===== config.mk =====
export PLATFORM = sky130hd
export DESIGN_NAME = branch_resolve_unit_flat
export DESIGN_NICKNAME = d
export VERILOG_FILES = /design/src/rtl/branch_resolve_unit_pkg.sv /design/src/rtl/branch_resolve_unit_if.sv /design/src/rtl/branch_resolve_unit_bht.sv /design/src/rtl/branch_resolve_unit.sv /design/src/flat_wrapper.sv
export SDC_FILE = /design/constraint.sdc
export NUM_CORES = 1
export LEC_CHECK = 0
export ABC_AREA = 1
export CAP_MARGIN = 5
export CORE_MARGIN = 2
export CORE_UTILIZATION = 55
export CTS_CLUSTER_SIZE = 28
export DETAILED_ROUTE_END_ITERATION = 6
export PLACE_DENSITY = 0.82
export SYNTH_ARGS = -nofsm -noshare
export SYNTH_HDL_FRONTEND = slang
export SYNTH_SLANG_ARGS = --single-unit
export TNS_END_PERCENT = 20

===== constraint.sdc =====
create_clock -name clock -period 8.8 [get_ports clock]
set_input_delay 2.2 -clock clock [delete_from_list [all_inputs] [get_ports clock]]
set_output_delay 2.2 -clock clock [all_outputs]
set_load 0.02 [all_outputs]

===== src/rtl/branch_resolve_unit_pkg.sv =====
// Shared definitions for the branch resolve unit: condition codes, the ALU flag
// bundle, the BHT reset value and the saturating-arithmetic helpers.
package branch_resolve_unit_pkg;

  localparam logic [2:0] COND_NEVER  = 3'b000;
  localparam logic [2:0] COND_ALWAYS = 3'b001;
  localparam logic [2:0] COND_EQ     = 3'b010;
  localparam logic [2:0] COND_NE     = 3'b011;
  localparam logic [2:0] COND_LT     = 3'b100;
  localparam logic [2:0] COND_GE     = 3'b101;
  localparam logic [2:0] COND_LTU    = 3'b110;
  localparam logic [2:0] COND_GEU    = 3'b111;

  // Weakly not-taken: one taken resolution is enough to flip the prediction.
  localparam logic [1:0] WEAK_NT = 2'b01;

  // Counters wider than this are not supported by sat_inc.
  localparam int SAT_W = 64;

  typedef struct packed {
    logic z;
    logic n;
    logic c;
    logic v;
  } alu_flags_t;

  // Increment that sticks at the all-ones value of a 'width'-bit counter.
  function automatic logic [SAT_W-1:0] sat_inc(input logic [SAT_W-1:0] val,
                                               input int unsigned     width);
    logic [SAT_W-1:0] max_v;
    max_v = (width >= SAT_W) ? '1 : ((SAT_W'(1) << width) - SAT_W'(1));
    sat_inc = (val >= max_v) ? max_v : val + SAT_W'(1);
  endfunction

  // Two-bit saturating predictor update: up on taken, down on not-taken.
  function automatic logic [1:0] bht_next(input logic [1:0] ctr, input logic up);
    if (up) bht_next = (ctr == 2'b11) ? 2'b11 : ctr + 2'b01;
    else    bht_next = (ctr == 2'b00) ? 2'b00 : ctr - 2'b01;
  endfunction

  // Branch condition evaluated against a flag set. LT/GE are the signed
  // compares (N xor V), LTU/GEU the unsigned ones (C = no borrow).
  function automatic logic eval_cond(input logic [2:0] cc, input alu_flags_t f);
    case (cc)
      COND_NEVER:  eval_cond = 1'b0;
      COND_ALWAYS: eval_cond = 1'b1;
      COND_EQ:     eval_cond = f.z;
      COND_NE:     eval_cond = ~f.z;
      COND_LT:     eval_cond = f.n ^ f.v;
      COND_GE:     eval_cond = ~(f.n ^ f.v);
      COND_LTU:    eval_cond = ~f.c;
      COND_GEU:    eval_cond = f.c;
      default:     eval_cond = 1'b0;
    endcase
  endfunction

endpackage


===== src/rtl/branch_resolve_unit_if.sv =====
// Signal bundle between the pipeline (master) and the branch resolve unit (slave).
//
// Handshake: there is no back-pressure. br_valid is a qualifier the unit always
// accepts on the rising edge where it is high; flag_we likewise captures the
// alu_* values on that edge. resolved/redirect/flush are one-cycle pulses that
// appear the cycle after acceptance; taken and redirect_pc are only meaningful
// while resolved (resp. redirect) is high and otherwise hold their last value.
interface branch_resolve_unit_if #(
  parameter int PC_WIDTH     = 8,
  parameter int OFFSET_WIDTH = 5,
  parameter int CNT_WIDTH    = 16
);
  logic                    flag_we;
  logic                    alu_zero;
  logic                    alu_neg;
  logic                    alu_carry;
  logic                    alu_ovf;
  logic                    br_valid;
  logic [2:0]              br_cond;
  logic [PC_WIDTH-1:0]     br_pc;
  logic [OFFSET_WIDTH-1:0] br_offset;
  logic                    br_pred_taken;
  logic [PC_WIDTH-1:0]     lookup_pc;
  logic                    pred_taken;
  logic                    taken;
  logic                    resolved;
  logic                    redirect;
  logic [PC_WIDTH-1:0]     redirect_pc;
  logic                    flush;
  logic [CNT_WIDTH-1:0]    br_count;
  logic [CNT_WIDTH-1:0]    mispred_count;

  modport master (
    output flag_we, alu_zero, alu_neg, alu_carry, alu_ovf,
    output br_valid, br_cond, br_pc, br_offset, br_pred_taken, lookup_pc,
    input  pred_taken, taken, resolved, redirect, redirect_pc, flush,
    input  br_count, mispred_count
  );

  modport slave (
    input  flag_we, alu_zero, alu_neg, alu_carry, alu_ovf,
    input  br_valid, br_cond, br_pc, br_offset, br_pred_taken, lookup_pc,
    output pred_taken, taken, resolved, redirect, redirect_pc, flush,
    output br_count, mispred_count
  );
endinterface


===== src/rtl/branch_resolve_unit_bht.sv =====
// Branch history table: DEPTH two-bit saturating counters indexed by the low
// PC bits. One combinational read port (prediction) and one update port. The
// read sees the stored value, so a same-index update in the same cycle is
// only visible from the next cycle on.
module branch_bht
  import branch_resolve_unit_pkg::*;
#(
  parameter int DEPTH    = 16,
  parameter int PC_WIDTH = 8
) (
  input  logic                clock,
  input  logic                reset,
  input  logic [PC_WIDTH-1:0] rd_pc_i,
  output logic                rd_taken_o,
  input  logic                upd_en_i,
  input  logic [PC_WIDTH-1:0] upd_pc_i,
  input  logic                upd_taken_i
);
  localparam int IDX_W = (DEPTH > 1) ? $clog2(DEPTH) : 1;

  logic [1:0]       ctr_q [DEPTH];
  logic [1:0]       upd_ctr_d;
  logic [IDX_W-1:0] rd_idx;
  logic [IDX_W-1:0] upd_idx;

  // Index extraction, prediction read and next value of the updated entry.
  always_comb begin
    rd_idx     = rd_pc_i[IDX_W-1:0];
    upd_idx    = upd_pc_i[IDX_W-1:0];
    rd_taken_o = ctr_q[rd_idx][1];
    upd_ctr_d  = bht_next(ctr_q[upd_idx], upd_taken_i);
  end

  // Counter array: all entries to weakly not-taken on reset, one write per cycle.
  always_ff @(posedge clock) begin
    if (reset) begin
      for (int i = 0; i < DEPTH; i++) ctr_q[i] <= WEAK_NT;
    end else if (upd_en_i) begin
      ctr_q[upd_idx] <= upd_ctr_d;
    end
  end

endmodule


===== src/rtl/branch_resolve_unit.sv =====
// Branch resolve unit: stores ALU flags, evaluates the branch condition one
// cycle after issue, compares against the fetch prediction and produces a
// registered redirect/flush plus the corrected next PC. Also trains the BHT
// and keeps saturating resolve/mispredict statistics.
module branch_resolve_unit
  import branch_resolve_unit_pkg::*;
#(
  parameter int PC_WIDTH     = 8,
  parameter int OFFSET_WIDTH = 5,
  parameter int BHT_DEPTH    = 16,
  parameter int CNT_WIDTH    = 16
) (
  input logic                  clock,
  input logic                  reset,
  branch_resolve_unit_if.slave bus
);

  alu_flags_t           flags_q, flags_d;
  alu_flags_t           flags_in, flags_eff;
  logic                 cond;
  logic                 mispredict;
  logic [PC_WIDTH-1:0]  offset_ext;
  logic [PC_WIDTH-1:0]  next_pc;

  logic                 taken_q, taken_d;
  logic                 resolved_q, resolved_d;
  logic                 redirect_q, redirect_d;
  logic [PC_WIDTH-1:0]  redirect_pc_q, redirect_pc_d;
  logic [CNT_WIDTH-1:0] br_count_q, br_count_d;
  logic [CNT_WIDTH-1:0] mispred_count_q, mispred_count_d;
  logic [SAT_W-1:0]     br_count_inc, mispred_count_inc;

  // Flag capture and bypass: a branch issued together with a flag write must
  // see the flags being written, not the stale stored set.
  always_comb begin
    flags_in  = '{z: bus.alu_zero, n: bus.alu_neg, c: bus.alu_carry, v: bus.alu_ovf};
    flags_eff = bus.flag_we ? flags_in : flags_q;
    flags_d   = flags_eff;
  end

  // Direction, mispredict and corrected target. Sign-extending cast keeps the
  // add modulo 2^PC_WIDTH, so targets wrap around the PC space.
  always_comb begin
    cond       = eval_cond(bus.br_cond, flags_eff);
    mispredict = cond != bus.br_pred_taken;
    offset_ext = PC_WIDTH'(signed'(bus.br_offset));
    next_pc    = cond ? bus.br_pc + offset_ext : bus.br_pc + PC_WIDTH'(1);
  end

  // Next state of the resolve outputs and statistics counters.
  always_comb begin
    taken_d           = taken_q;
    resolved_d        = 1'b0;
    redirect_d        = 1'b0;
    redirect_pc_d     = redirect_pc_q;
    br_count_d        = br_count_q;
    mispred_count_d   = mispred_count_q;
    br_count_inc      = sat_inc(SAT_W'(br_count_q), CNT_WIDTH);
    mispred_count_inc = sat_inc(SAT_W'(mispred_count_q), CNT_WIDTH);
    if (bus.br_valid) begin
      taken_d       = cond;
      resolved_d    = 1'b1;
      redirect_d    = mispredict;
      redirect_pc_d = next_pc;
      br_count_d    = br_count_inc[CNT_WIDTH-1:0];
      if (mispredict) mispred_count_d = mispred_count_inc[CNT_WIDTH-1:0];
    end
  end

  // State registers; reset also drops any resolution issued on the same edge.
  always_ff @(posedge clock) begin
    if (reset) begin
      flags_q         <= '0;
      taken_q         <= 1'b0;
      resolved_q      <= 1'b0;
      redirect_q      <= 1'b0;
      redirect_pc_q   <= '0;
      br_count_q      <= '0;
      mispred_count_q <= '0;
    end else begin
      flags_q         <= flags_d;
      taken_q         <= taken_d;
      resolved_q      <= resolved_d;
      redirect_q      <= redirect_d;
      redirect_pc_q   <= redirect_pc_d;
      br_count_q      <= br_count_d;
      mispred_count_q <= mispred_count_d;
    end
  end

  branch_bht #(
    .DEPTH    (BHT_DEPTH),
    .PC_WIDTH (PC_WIDTH)
  ) u_bht (
    .clock       (clock),
    .reset       (reset),
    .rd_pc_i     (bus.lookup_pc),
    .rd_taken_o  (bus.pred_taken),
    .upd_en_i    (bus.br_valid),
    .upd_pc_i    (bus.br_pc),
    .upd_taken_i (cond)
  );

  // Output drive; flush is the same pulse as redirect.
  always_comb begin
    bus.taken         = taken_q;
    bus.resolved      = resolved_q;
    bus.redirect      = redirect_q;
    bus.flush         = redirect_q;
    bus.redirect_pc   = redirect_pc_q;
    bus.br_count      = br_count_q;
    bus.mispred_count = mispred_count_q;
  end

endmodule


===== src/flat_wrapper.sv =====
// flat-port wrapper written by rule: the top's interface ports become plain ports
module branch_resolve_unit_flat import branch_resolve_unit_pkg::*;
#(
  parameter int PC_WIDTH     = 8,
  parameter int OFFSET_WIDTH = 5,
  parameter int BHT_DEPTH    = 16,
  parameter int CNT_WIDTH    = 16
)
  (clock, reset, bus_flag_we, bus_alu_zero, bus_alu_neg, bus_alu_carry, bus_alu_ovf, bus_br_valid, bus_br_cond, bus_br_pc, bus_br_offset, bus_br_pred_taken, bus_lookup_pc, bus_pred_taken, bus_taken, bus_resolved, bus_redirect, bus_redirect_pc, bus_flush, bus_br_count, bus_mispred_count);
  branch_resolve_unit_if #(.PC_WIDTH(PC_WIDTH), .OFFSET_WIDTH(OFFSET_WIDTH), .CNT_WIDTH(CNT_WIDTH)) bus_i ();
  input logic clock;
  input logic reset;
  input wire logic [$bits(bus_i.flag_we)-1:0] bus_flag_we;
  input wire logic [$bits(bus_i.alu_zero)-1:0] bus_alu_zero;
  input wire logic [$bits(bus_i.alu_neg)-1:0] bus_alu_neg;
  input wire logic [$bits(bus_i.alu_carry)-1:0] bus_alu_carry;
  input wire logic [$bits(bus_i.alu_ovf)-1:0] bus_alu_ovf;
  input wire logic [$bits(bus_i.br_valid)-1:0] bus_br_valid;
  input wire logic [$bits(bus_i.br_cond)-1:0] bus_br_cond;
  input wire logic [$bits(bus_i.br_pc)-1:0] bus_br_pc;
  input wire logic [$bits(bus_i.br_offset)-1:0] bus_br_offset;
  input wire logic [$bits(bus_i.br_pred_taken)-1:0] bus_br_pred_taken;
  input wire logic [$bits(bus_i.lookup_pc)-1:0] bus_lookup_pc;
  output wire logic [$bits(bus_i.pred_taken)-1:0] bus_pred_taken;
  output wire logic [$bits(bus_i.taken)-1:0] bus_taken;
  output wire logic [$bits(bus_i.resolved)-1:0] bus_resolved;
  output wire logic [$bits(bus_i.redirect)-1:0] bus_redirect;
  output wire logic [$bits(bus_i.redirect_pc)-1:0] bus_redirect_pc;
  output wire logic [$bits(bus_i.flush)-1:0] bus_flush;
  output wire logic [$bits(bus_i.br_count)-1:0] bus_br_count;
  output wire logic [$bits(bus_i.mispred_count)-1:0] bus_mispred_count;
  assign bus_i.flag_we = bus_flag_we;
  assign bus_i.alu_zero = bus_alu_zero;
  assign bus_i.alu_neg = bus_alu_neg;
  assign bus_i.alu_carry = bus_alu_carry;
  assign bus_i.alu_ovf = bus_alu_ovf;
  assign bus_i.br_valid = bus_br_valid;
  assign bus_i.br_cond = bus_br_cond;
  assign bus_i.br_pc = bus_br_pc;
  assign bus_i.br_offset = bus_br_offset;
  assign bus_i.br_pred_taken = bus_br_pred_taken;
  assign bus_i.lookup_pc = bus_lookup_pc;
  assign bus_pred_taken = bus_i.pred_taken;
  assign bus_taken = bus_i.taken;
  assign bus_resolved = bus_i.resolved;
  assign bus_redirect = bus_i.redirect;
  assign bus_redirect_pc = bus_i.redirect_pc;
  assign bus_flush = bus_i.flush;
  assign bus_br_count = bus_i.br_count;
  assign bus_mispred_count = bus_i.mispred_count;
  branch_resolve_unit #(.PC_WIDTH(PC_WIDTH), .OFFSET_WIDTH(OFFSET_WIDTH), .BHT_DEPTH(BHT_DEPTH), .CNT_WIDTH(CNT_WIDTH)) u_core (.clock(clock), .reset(reset), .bus(bus_i));
endmodule

# --- Word level (Yosys, flattened, before mapping) ---
# Memories as Yosys holds them, arrays and structs flattened.
# Cells that the tools add are included.
word_totals:
  ramBits: 32
  output_inout_bits: 45
  ff_bits: 47
  n_memories: 1
  inputBits: 33
  word_cells: 54
memory_table:
  columns: ["name", "depth", "width", "rd", "rd_ports_with_merged_regs", "wr", "line", "rtl"]
  rows:
  - ["u_core.u_bht.ctr_q", 16, 2, 2, 0, 16, "branch_resolve_unit_bht.sv:21", "logic [1:0] ctr_q [DEPTH];"]
classes:
  n_mux: 16
  add_sub_neg: 6
  eq_ne: 9
  reduce_logical: 5
  n_bitwise: 5
  order_cmp: 2
ops:
  columns: ["cell", "n"]
  rows:
  - ["$add A16 B1 Y16 const B", 2]
  - ["$ge A16 B16 Y1 const B", 2]
  - ["$mux W16", 2]
  - ["$eq A3 B3 Y1 const B", 4]
  - ["$add A8 B1 Y8 const B", 1]
  - ["$add A8 B8 Y8", 1]
  - ["$mux W2", 4]
  - ["$mux W4", 2]
  - ["$mux W8", 1]
  - ["$pmux W1 S8", 1]
  - ["$eq A3 B2 Y1 const B", 2]
  - ["$mux W1", 6]
  - ["$not A1 Y1", 4]
  - ["$reduce_or A2 Y1", 2]
  - ["$eq A3 B1 Y1 const B", 1]
  - ["$logic_not A3 Y1", 1]
  - ["$add A2 B1 Y2 const B", 1]
  - ["$eq A2 B2 Y1 const B", 1]
  - ["$logic_not A2 Y1", 1]
  - ["$reduce_and A2 Y1", 1]
  - ["$sub A2 B1 Y2 const B", 1]
  - ["$ne A1 B1 Y1", 1]
  - ["$xor A1 B1 Y1", 1]

# --- Depth between registers and ports, before layout ---
# Gate-level depths: netlist of the first run.
depth:
  ltp_word: 6
  ltp_mapped: 20
  ltp_nobuf: 19

# --- Cells and area by module ---
# Synthesis of the first run repeated with hierarchy kept, for this count alone.
unflattened:
  cells_unflattened: 681
  hier_area_um2: 4911.0
by_module_without_submodules:
  columns: ["mod", "area_per_inst_um2", "cells_per_inst", "seq_area_each_um2", "instances"]
  rows:
  - ["branch_resolve_unit", 2982.9, 435, 940.9, 1]
  - ["branch_bht", 1928.1, 246, 960.9, 1]

# --- Least setup slack after synthesis of the first run ---
# Ideal clock, no wire load.
synth_timing:
  kind: "input to output"
  from: "in bus_lookup_pc[0]"
  to: "out bus_pred_taken"
  arrival_ps: 3328
  cell_stages: 5
  path_slack_ps: 3272
  required_time_ps: 6600
  n_path_buf: 1
  cell_sequence: "buf_1 > mux2i_1 > o21ai_0 > nor2_1 > o31ai_1"
synth_between:
  elab_chain_len: 1
synth_rtl:
  columns: ["element", "line", "rtl"]
  rows:
  - ["start: declaration", "flat_wrapper.sv:23", "input wire logic [$bits(bus_i.lookup_pc)-1:0] bus_lookup_pc;"]
  - ["$mem_v2 Z16 W2", null, null]
  - ["end: declaration", "flat_wrapper.sv:24", "output wire logic [$bits(bus_i.pred_taken)-1:0] bus_pred_taken;"]
# Every way passes these cells.

# --- Worst setup path in the final report of the first run ---
# Ends and elaborated chain as after synthesis.

==> results.json, run 1 <==
{
  "combPwrFrac_pct": 17.8,
  "hpwl_um": 8210,
  "placementRows": 33,
  "p_total_mw": 0.859,
  "slew_headroom_pct": 46.2,
  "synth_area_um2": 4660,
  "routed_via_density": 5.42,
  "drc": 0,
  "die_w_um": 96.1,
  "drive_above_1_share_pct": 5.39,
  "die_h_um": 96.1,
  "coreArea_um2": 8220,
  "gp_congestion": 0.958,
  "power.switching_mw": 0.241,
  "power_frac_seq_pct": 46.7,
  "fin_setup_tns_ps": 0,
  "wl_um": 11300,
  "power.density_nw_per_um2": 153,
  "crit_arrival_ps": 4150,
  "grt_max_degree": 42,
  "htree_levels": 3,
  "clk_path_buf_depth": 2,
  "clock_latency_ps": 360,
  "drtAntennaViolNets": 0,
  "clk_pin_slew_ps": 80,
  "tightest_slew_ps": 805,
  "ys_seq_elements": 79,
  "cts_resized": 0,
  "syn_area_per_cell_um2": 7.34,
  "cts_root_buf": "clkbuf_8",
  "layout.nets": 743,
  "ys.flop_type": "dfxtp_1",
  "vias": 4388,
  "crit_path_end_kind": "primary output",
  "synth_xor_area_share_pct": 3.57,
  "synth_mux_area_share_pct": 0.859,
  "yosys.area_share.simple_pct": 29.4,
  "hold_violations": 0,
  "power.leakage_nw": 2.28,
  "grt_pass1_wl_um": 18500,
  "synth-seq-area-share_pct": 40.8,
  "clkPwrFrac_pct": 35.5,
  "ir_worst_vdd_mv": 0.0851,
  "start_util_pct": 56.7,
  "firstDrtPassIters": 5,
  "hold_path.class": "reg2reg",
  "yosys_warnings": 0,
  "synth-edff-count": 32,
  "crit_type": "in2out",
  "track_usage_pct": 25.5,
  "rsz0062_at_grt": "false",
  "synth-compound-area-share_pct": 12.3,
  "synth_cells": 635,
  "cts_hold_buf": 0,
  "switching_share_pct": 28.0,
  "max_freq_mhz": 157,
  "post_drt_wl_per_cell_um": 13.9,
  "die_area_um2": 9230,
  "grt_overflow": 0,
  "area_growth_pct": 20.6,
  "cts_tree": "yes",
  "antenna_found_initial": 0,
  "synthTopCellsByArea": "edfxtp_1 21%, dfxtp_1 20%, nand2_1 12%",
  "synth_top_family_by_area": "simple AND/OR/NAND/NOR gates",
  "synth-async-reset-ratio_pct": 0,
  "intPower_mw": 0.618,
  "finClkSkew_ps": 11.4,
  "maxCapViolations": 0,
  "crit_path_start_kind": "input pin",
  "drt-initial-drc-count": 201,
  "grt_pass1_vias": 4216,
  "synthAdderAreaFrac_pct": 2.84,
  "post_cts_buffers": 0,
  "required_ps": 6600,
  "final-max-slew-violation-count": 0,
  "cp_max_fo": 12,
  "syn_nets": 678,
  "status": "finished, final reports clean",
  "yosysTopAreaCellShare_pct": 20.6,
  "min_period_ps": 6350,
  "ys_types": 39,
  "synth_top_area_cell": "edfxtp_1",
  "cts_sinks": 79,
  "period_share_pct": 72.2,
  "whs_ps": 493,
  "diodes": 0,
  "setup_viol": 0,
  "cts_buffers": 9,
  "portBuffers": 73,
  "pin_count": 78
}
## routing by layer
metal	global-route usage, %	part of all wire, %	vias to the layer above
li1	-	-	2213
met1	30.0	41	1992
met2	45.4	50	156
met3	4.39	6.0	27
met4	11.1	2.6	0
met5	0	0	-
## synth_stat cells (2+ instances only)
cell type and n:
buf_2 2, nand2_1 151, mux2i_1 4, inv_1 86
inv_2 2, a22oi_1 16, nand2_4 2, nand3_1 54
a21oi_1 51, buf_4 3, o21ai_1 2, nor2_1 69
edfxtp_1 32, nor4_1 3, nor2_2 3, nand2_2 2
clkbuf_1 9, nor3_1 9, buf_6 6, nand4_1 7
o211ai_1 3, xnor2_1 4, or2_2 6, dfxtp_1 47
xor2_1 15, nand4_4 2, ha_1 9, o21ai_0 23
a31oi_1 3
## power groups by stage
stage	Clock [mW]	Combinational, mW	Sequential, mW
6_report	0.305	0.153	0.401
5_1_grt	0.321	0.169	0.403
4_1_cts	0.306	0.153	0.401
3_5_place_dp	0	0.151	0.409
3_3_place_gp	0	0.149	0.409
2_1_floorplan	0	0.0989	0.415
## final timing paths
kind | slack, ps | depth (start not counted) | endpoint | startpoint
hold reg to reg | 490 | 2 | u_core.bus.mispred_count[15] | u_core.bus.mispred_count[15]
setup reg to reg | 6010 | 18 | u_core.bus.redirect_pc[6] | u_core.flags_q[2]
hold / removal | 490 | 2 | u_core.bus.mispred_count[15] | u_core.bus.mispred_count[15]
setup / recovery | 2450 | 6 | bus_pred_taken | bus_lookup_pc[0]
## logic make-up (layout without fill, tap and decap cells)
group           after synthesis  in the layout
flops                        79             79
simple gates                312            312
xor+xnor                     19             19
mux                           4              4
buf+inv                     110            180
fa+ha+maj                    10             10
compound gates              101            101
## worst max-delay path, stage by stage
cell,delay (ps)
clkdlybuf4s50_1,740
mux2i_1,140
o21ai_0,150
nor2_1,60
o31ai_1,220
clkdlybuf4s50_1,640
## final cells by class
cell class / count / area [µm²]
well taps: 105 / 131
clock inverters: 5 / 81.3
repair buffers: 75 / 746
fillers: 685 / 2590
multi-input cells: 446 / 2290
clock buffers: 11 / 141
inverters: 89 / 337
flip-flops and latches: 79 / 1900
## through the flow
step / setup WS, ps / cell area, µm² / std cells / utilization (%)
global placement: 2460 / 5400 / 794 / 65.7
CTS: 2440 / 5620 / 810 / 68.4
floorplan: 3270 / 4660 / 635 / -
finish: 2450 / 5620 / 810 / 68.4
detailed placement: 2440 / 5400 / 794 / 65.7
global route: 2270 / 5620 / 810 / 68.4
## flip-flops by register name, indices dropped and copies added (netlist names)
name,cells
u_core.bus.resolved,1
u_core.bus.taken,1
u_core.bus.flush,1
u_core.u_bht.ctr_q,32
u_core.bus.redirect_pc,8
u_core.bus.br_count,16
u_core.flags_q,4
u_core.bus.mispred_count,16
## layout by cell type (no fill, tap or decap), types with 2 or more instances in the layout
| cell | synthesis | final |
|---|---|---|
| nand2_1 | 151 | 151 |
| inv_1 | 86 | 86 |
| clkdlybuf4s50_1 | 0 | 73 |
| nor2_1 | 69 | 69 |
| nand3_1 | 54 | 54 |
| a21oi_1 | 51 | 51 |
| dfxtp_1 | 47 | 47 |
| edfxtp_1 | 32 | 32 |
| o21ai_0 | 23 | 23 |
| a22oi_1 | 16 | 16 |
| xor2_1 | 15 | 15 |
| clkbuf_8 | 0 | 10 |
| nor3_1 | 9 | 9 |
| ha_1 | 9 | 9 |
| nand4_1 | 7 | 7 |
| or2_2 | 6 | 6 |
| mux2i_1 | 4 | 4 |
| xnor2_1 | 4 | 4 |
| o211ai_1 | 3 | 3 |
| nor2_2 | 3 | 3 |
| a31oi_1 | 3 | 3 |
| nor4_1 | 3 | 3 |
| o21ai_1 | 2 | 2 |
| nand4_4 | 2 | 2 |
| inv_2 | 2 | 2 |
| nand2_2 | 2 | 2 |
| nand2_4 | 2 | 2 |
| bufinv_16 | 0 | 2 |
| buf_4 | 3 | 2 |
Power figures use the tool's default switching activity.
==> inputs of run 2 (changes only) <==
Settings changed: CORE_UTILIZATION 55 to 54, PLACE_DENSITY 0.82 to 0.81.
Clock period 8.8 ns to 5.85 ns, I/O delays scaled along.
==> run 2 against run 1 <==
  * Sequential power grew 51%
  * Global-route usage shrank 1.2 points
  * Final cell count is the same
  * Critical path type unchanged
  * Largest power group unchanged
==> results.json, run 2 (same netlist as run 1, synthesis figures left out) <==
{
  "gp_congestion": 0.958,
  "status": "finished, final reports clean",
  "pin_count": 78,
  "cts_buffers": 9,
  "hpwl_um": 8390,
  "grt_pass1_wl_um": 19100,
  "crit_family": "buffers and inverters",
  "dp.cells": 794,
  "grt_max_degree": 42,
  "period_share_pct": 83.7,
  "drt-initial-drc-count": 289,
  "p_total_mw": 1.22,
  "area_growth_pct": 19.9,
  "layout.nets": 743,
  "fin_setup_tns_ps": 0,
  "final_area_um2": 5590,
  "cts_root_buf": "clkbuf_8",
  "die_h_um": 96.9,
  "crit_type": "in2out",
  "drtAntennaViolNets": 0,
  "firstDrtPassIters": 5,
  "placementRows": 33,
  "max_freq_mhz": 204,
  "drc": 0,
  "die_area_um2": 9390,
  "cts_sinks": 79,
  "rsz0062_at_grt": "false",
  "clk_path_buf_depth": 2,
  "ir_worst_vdd_mv": 0.105,
  "largest-register": "u_core.u_bht.ctr_q",
  "crit_buf_inv": 2,
  "track_usage_pct": 24.4,
  "cp_max_fo": 12,
  "fin_cells": 810,
  "num-fill-cells": 716,
  "coreArea_um2": 8300,
  "wl_um": 11500,
  "antenna_found_initial": 0,
  "drive_above_1_share_pct": 5.39,
  "crit_top_cell": "clkdlybuf4s50_1",
  "htree_levels": 3,
  "cts_tree": "yes",
  "tightest_slew_ps": 835,
  "hold_path.class": "reg2reg",
  "cts_resized": 0,
  "power.leakage_nw": 2.26,
  "slowest_stage": "clkdlybuf4s50_1",
  "final-max-slew-violation-count": 0,
  "post_drt_wl_per_cell_um": 14.2,
  "maxCapViolations": 0,
  "routed_via_density": 5.45,
  "die_w_um": 96.9,
  "start_util_pct": 56.2,
  "slew_headroom_pct": 44.1,
  "required_ps": 4390,
  "crit_path_start_kind": "input pin",
  "mostFrequentLayoutCells": "151 x nand2_1, 86 x inv_1, 73 x clkdlybuf4s50_1",
  "vias": 4416,
  "post_cts_buffers": 0,
  "finClkSkew_ps": 12.7,
  "final_common_cell": "nand2_1",
  "setup_viol": 0,
  "placed_area_um2": 5400,
  "grt_overflow": 0,
  "crit_arrival_ps": 3430,
  "portBuffers": 73,
  "crit_path_end_kind": "primary output",
  "cts_hold_buf": 0,
  "post-route-util_pct": 67.4,
  "clock_latency_ps": 350,
  "hold_violations": 0,
  "crit_chain": "clkdlybuf4s50_1, mux2i_1, o21ai_0, nor2_1, o31ai_1, clkdlybuf4s50_1",
  "min_period_ps": 4900,
  "diodes": 0,
  "clk_pin_slew_ps": 80,
  "critPathMaxStageDelay_ps": 760,
  "grt_pass1_vias": 4269,
  "power.density_nw_per_um2": 219,
  "largest_reg_flops": 32
}
run 2: per-stage QoR:
step | hold slack (ps) | setup slack, ps
6_report | 502 | 954
5_1_grt | 536 | 852
4_1_cts | 504 | 948
3_5_place_dp | 491 | 958
3_3_place_gp | 488 | 986
2_1_floorplan | 471 | 1800
run 2: power breakdown:
part	leakage, nW	total [mW]	switching (mW)	internal (mW)
Clock	0.0915	0.387	0.205	0.182
Sequential	0.671	0.604	0.0132	0.590
Combinational	1.50	0.234	0.146	0.0880
Total	2.26	1.22	0.364	0.861
run 2: routing by layer:
layer	global-route usage [%]	share of wire, %	up-vias
met5	0	0	-
met4	10.1	1.9	0
met3	3.83	5.6	22
met2	43.1	51	144
met1	29.4	41	2041
li1	-	-	2209
run 2: area by class of cell:
cell class                 count  area [µm²]  area share (%)
timing repair buffer          75         746            13.3
clock inverter                 5        37.5           0.671
sequential                    79        1900            34.0
multi-input combinational    446        2290            40.9
clock buffer                  11         153            2.73
inverter                      89         337            6.02
tap                          105         131            2.35
run 2: worst paths after layout:
kind | cells past startpoint | slack [ps] | to | from
worst min register to register | 2 | 500 | u_core.bus.mispred_count[15] | u_core.bus.mispred_count[15]
worst max register to register | 18 | 2950 | u_core.bus.redirect_pc[6] | u_core.flags_q[2]
worst min-delay path | 2 | 500 | u_core.bus.mispred_count[15] | u_core.bus.mispred_count[15]
worst max-delay path | 6 | 950 | bus_pred_taken | bus_lookup_pc[0]
run 2: worst register-to-register path, stage by stage, from the launching register on:
cell and delay [ps]:
dfxtp_1 340, inv_1 50, nand2_1 60, nand2_1 70, nand2_1 110, nand3_1 120
nand4_4 190, inv_2 90, or2_2 290, ha_1 230, fa_1 440, nand3_1 110
nand2_1 90, a21oi_1 150, nor2_1 60, nor2_1 120, xnor2_1 80, o21ai_0 150
inv_1 50
==> inputs of run 3 (changes only) <==
Clock period 5.85 ns to 4.55 ns, I/O delays scaled along.
==> run 3 against run 2 <==
  * Sequential cell count unchanged
  * Count of clock-buffer cells in the layout shrank 1
  * Sequential power rose by 28%
  * Worst hold slack got worse by 3.5 ps
==> results.json, run 3 (same netlist as run 1, synthesis figures left out) <==
{
  "multiInputGateArea_um2": 2290,
  "combPwrFrac_pct": 18.5,
  "rsz0062_at_grt": "false",
  "crit_path_start_kind": "input pin",
  "status": "finished, final reports clean",
  "mostFrequentLayoutCells": "151 x nand2_1, 86 x inv_1, 73 x clkdlybuf4s50_1",
  "largest_reg_flops": 32,
  "gp_congestion": 0.957,
  "grtUsageMet3_pct": 4.99,
  "crit_path_end_kind": "primary output",
  "switching_share_pct": 28.9,
  "placementRows": 33,
  "drtAntennaViolNets": 0,
  "num-fill-cells": 695,
  "diodes": 0,
  "tightest_slew_ps": 698,
  "maxCapViolations": 0,
  "fin_setup_tns_ps": 0,
  "layout_setup_ws_ps": 243,
  "antenna_found_initial": 0,
  "hpwl_um": 8460,
  "required_ps": 3410,
  "die_area_um2": 9390,
  "post_drt_wl_per_cell_um": 14.3,
  "grt-busiest-layer": "met2",
  "min_period_ps": 4310,
  "cts_tree": "yes",
  "clk_path_buf_depth": 2,
  "drt-initial-drc-count": 265,
  "drc": 0,
  "cts_hold_buf": 0,
  "clkPwrFrac_pct": 34.0,
  "track_usage_pct": 25.3,
  "slew_headroom_pct": 53.4,
  "hold_violations": 0,
  "clk_pin_slew_ps": 80,
  "final_area_um2": 5630,
  "pre_cts_slack_ps": 219,
  "cp_max_fo": 12,
  "area_growth_pct": 20.8,
  "final_common_cell": "nand2_1",
  "crit_arrival_ps": 3170,
  "start_util_pct": 56.2,
  "placed_area_um2": 5420,
  "whs_ps": 499,
  "intPower_mw": 1.16,
  "post_cts_buffers": 0,
  "power.density_nw_per_um2": 290,
  "power.leakage_nw": 2.28,
  "grt_overflow": 0,
  "p_total_mw": 1.63,
  "ir_worst_vdd_mv": 0.176,
  "crit_type": "in2out",
  "clock_latency_ps": 350,
  "largest-register": "u_core.u_bht.ctr_q",
  "portBuffers": 73,
  "setup_viol": 0,
  "finClkSkew_ps": 9.57,
  "max_freq_mhz": 232,
  "vias": 4455,
  "use_met1_pct": 29.6,
  "power.switching_mw": 0.471,
  "power_frac_seq_pct": 47.5,
  "register_area_um2": 1900,
  "cts_sinks": 79,
  "pin_count": 78,
  "drive_above_1_share_pct": 5.66,
  "grt_max_degree": 41,
  "wl_um": 11600,
  "die_w_um": 96.9,
  "htree_levels": 3,
  "firstDrtPassIters": 6,
  "grt_pass1_wl_um": 19700,
  "cts_root_buf": "clkbuf_8",
  "layout.nets": 745,
  "use_met2_pct": 44.7,
  "grt_pass1_vias": 4397,
  "cts_resized": 0,
  "period_share_pct": 94.7,
  "final-max-slew-violation-count": 0,
  "die_h_um": 96.9,
  "cts_buffers": 9,
  "coreArea_um2": 8300,
  "hold_path.class": "reg2reg",
  "routed_via_density": 5.49
}
[run 3: changes by cell type in the layout (fill, tap and decap cells not counted), sizes merged]
cell      before  now
clkbuf        11   10
buf            2    4
bufinv         0    1
clkinv         1    2
clkinvlp       2    1
[run 3: per-stage QoR]
| stage | utilization, % | instances |
|---|---|---|
| 2_1_floorplan | - | 635 |
| 3_3_place_gp | 65.3 | 796 |
| 3_5_place_dp | 65.3 | 796 |
| 4_1_cts | 67.8 | 812 |
| 5_1_grt | 67.8 | 812 |
| 6_report | 67.8 | 812 |
[run 3: power by group through the flow]
| stage | sequential (mW) | clock, mW | combinational, mW |
|---|---|---|---|
| final | 0.776 | 0.555 | 0.303 |
| after global placement | 0.790 | 0 | 0.293 |
| after CTS | 0.775 | 0.561 | 0.303 |
| after detailed placement | 0.791 | 0 | 0.300 |
| after floorplan | 0.802 | 0 | 0.191 |
| after global routing | 0.778 | 0.596 | 0.334 |
[run 3: final timing paths]
check,from,to,slack [ps],depth (start not counted)
worst min register to register,u_core.bus.taken,u_core.bus.taken,500,2
worst min-delay path,u_core.bus.taken,u_core.bus.taken,500,2
worst max register to register,u_core.flags_q[0],u_core.bus.redirect_pc[6],1790,18
worst max-delay path,bus_lookup_pc[0],bus_pred_taken,240,7
[run 3: final cells by class]
class / count / area share [%]
repair buffers: 77 / 13.5
inverters: 89 / 5.98
flip-flops and latches: 79 / 33.8
clock buffers: 10 / 2.64
multi-input cells: 446 / 40.6
clock inverters: 6 / 1.16
well taps: 105 / 2.33
[run 3: layer usage]
| metal | vias to the layer above | part of all wire (%) | routed length (µm) |
|---|---|---|---|
| met5 | - | 0 | 0 |
| met4 | 0 | 2.8 | 329 |
| met3 | 27 | 5.9 | 686 |
| met2 | 168 | 51 | 5940 |
| met1 | 2048 | 40 | 4690 |
| li1 | 2212 | - | - |
[run 3: worst max-delay path, cell delays in order]
cell and delay (ps):
clkdlybuf4s50_1 660, a21oi_1 230, o21ai_0 100, o21ai_0 100
nor2_1 60, o31ai_1 240, clkdlybuf4s50_1 640
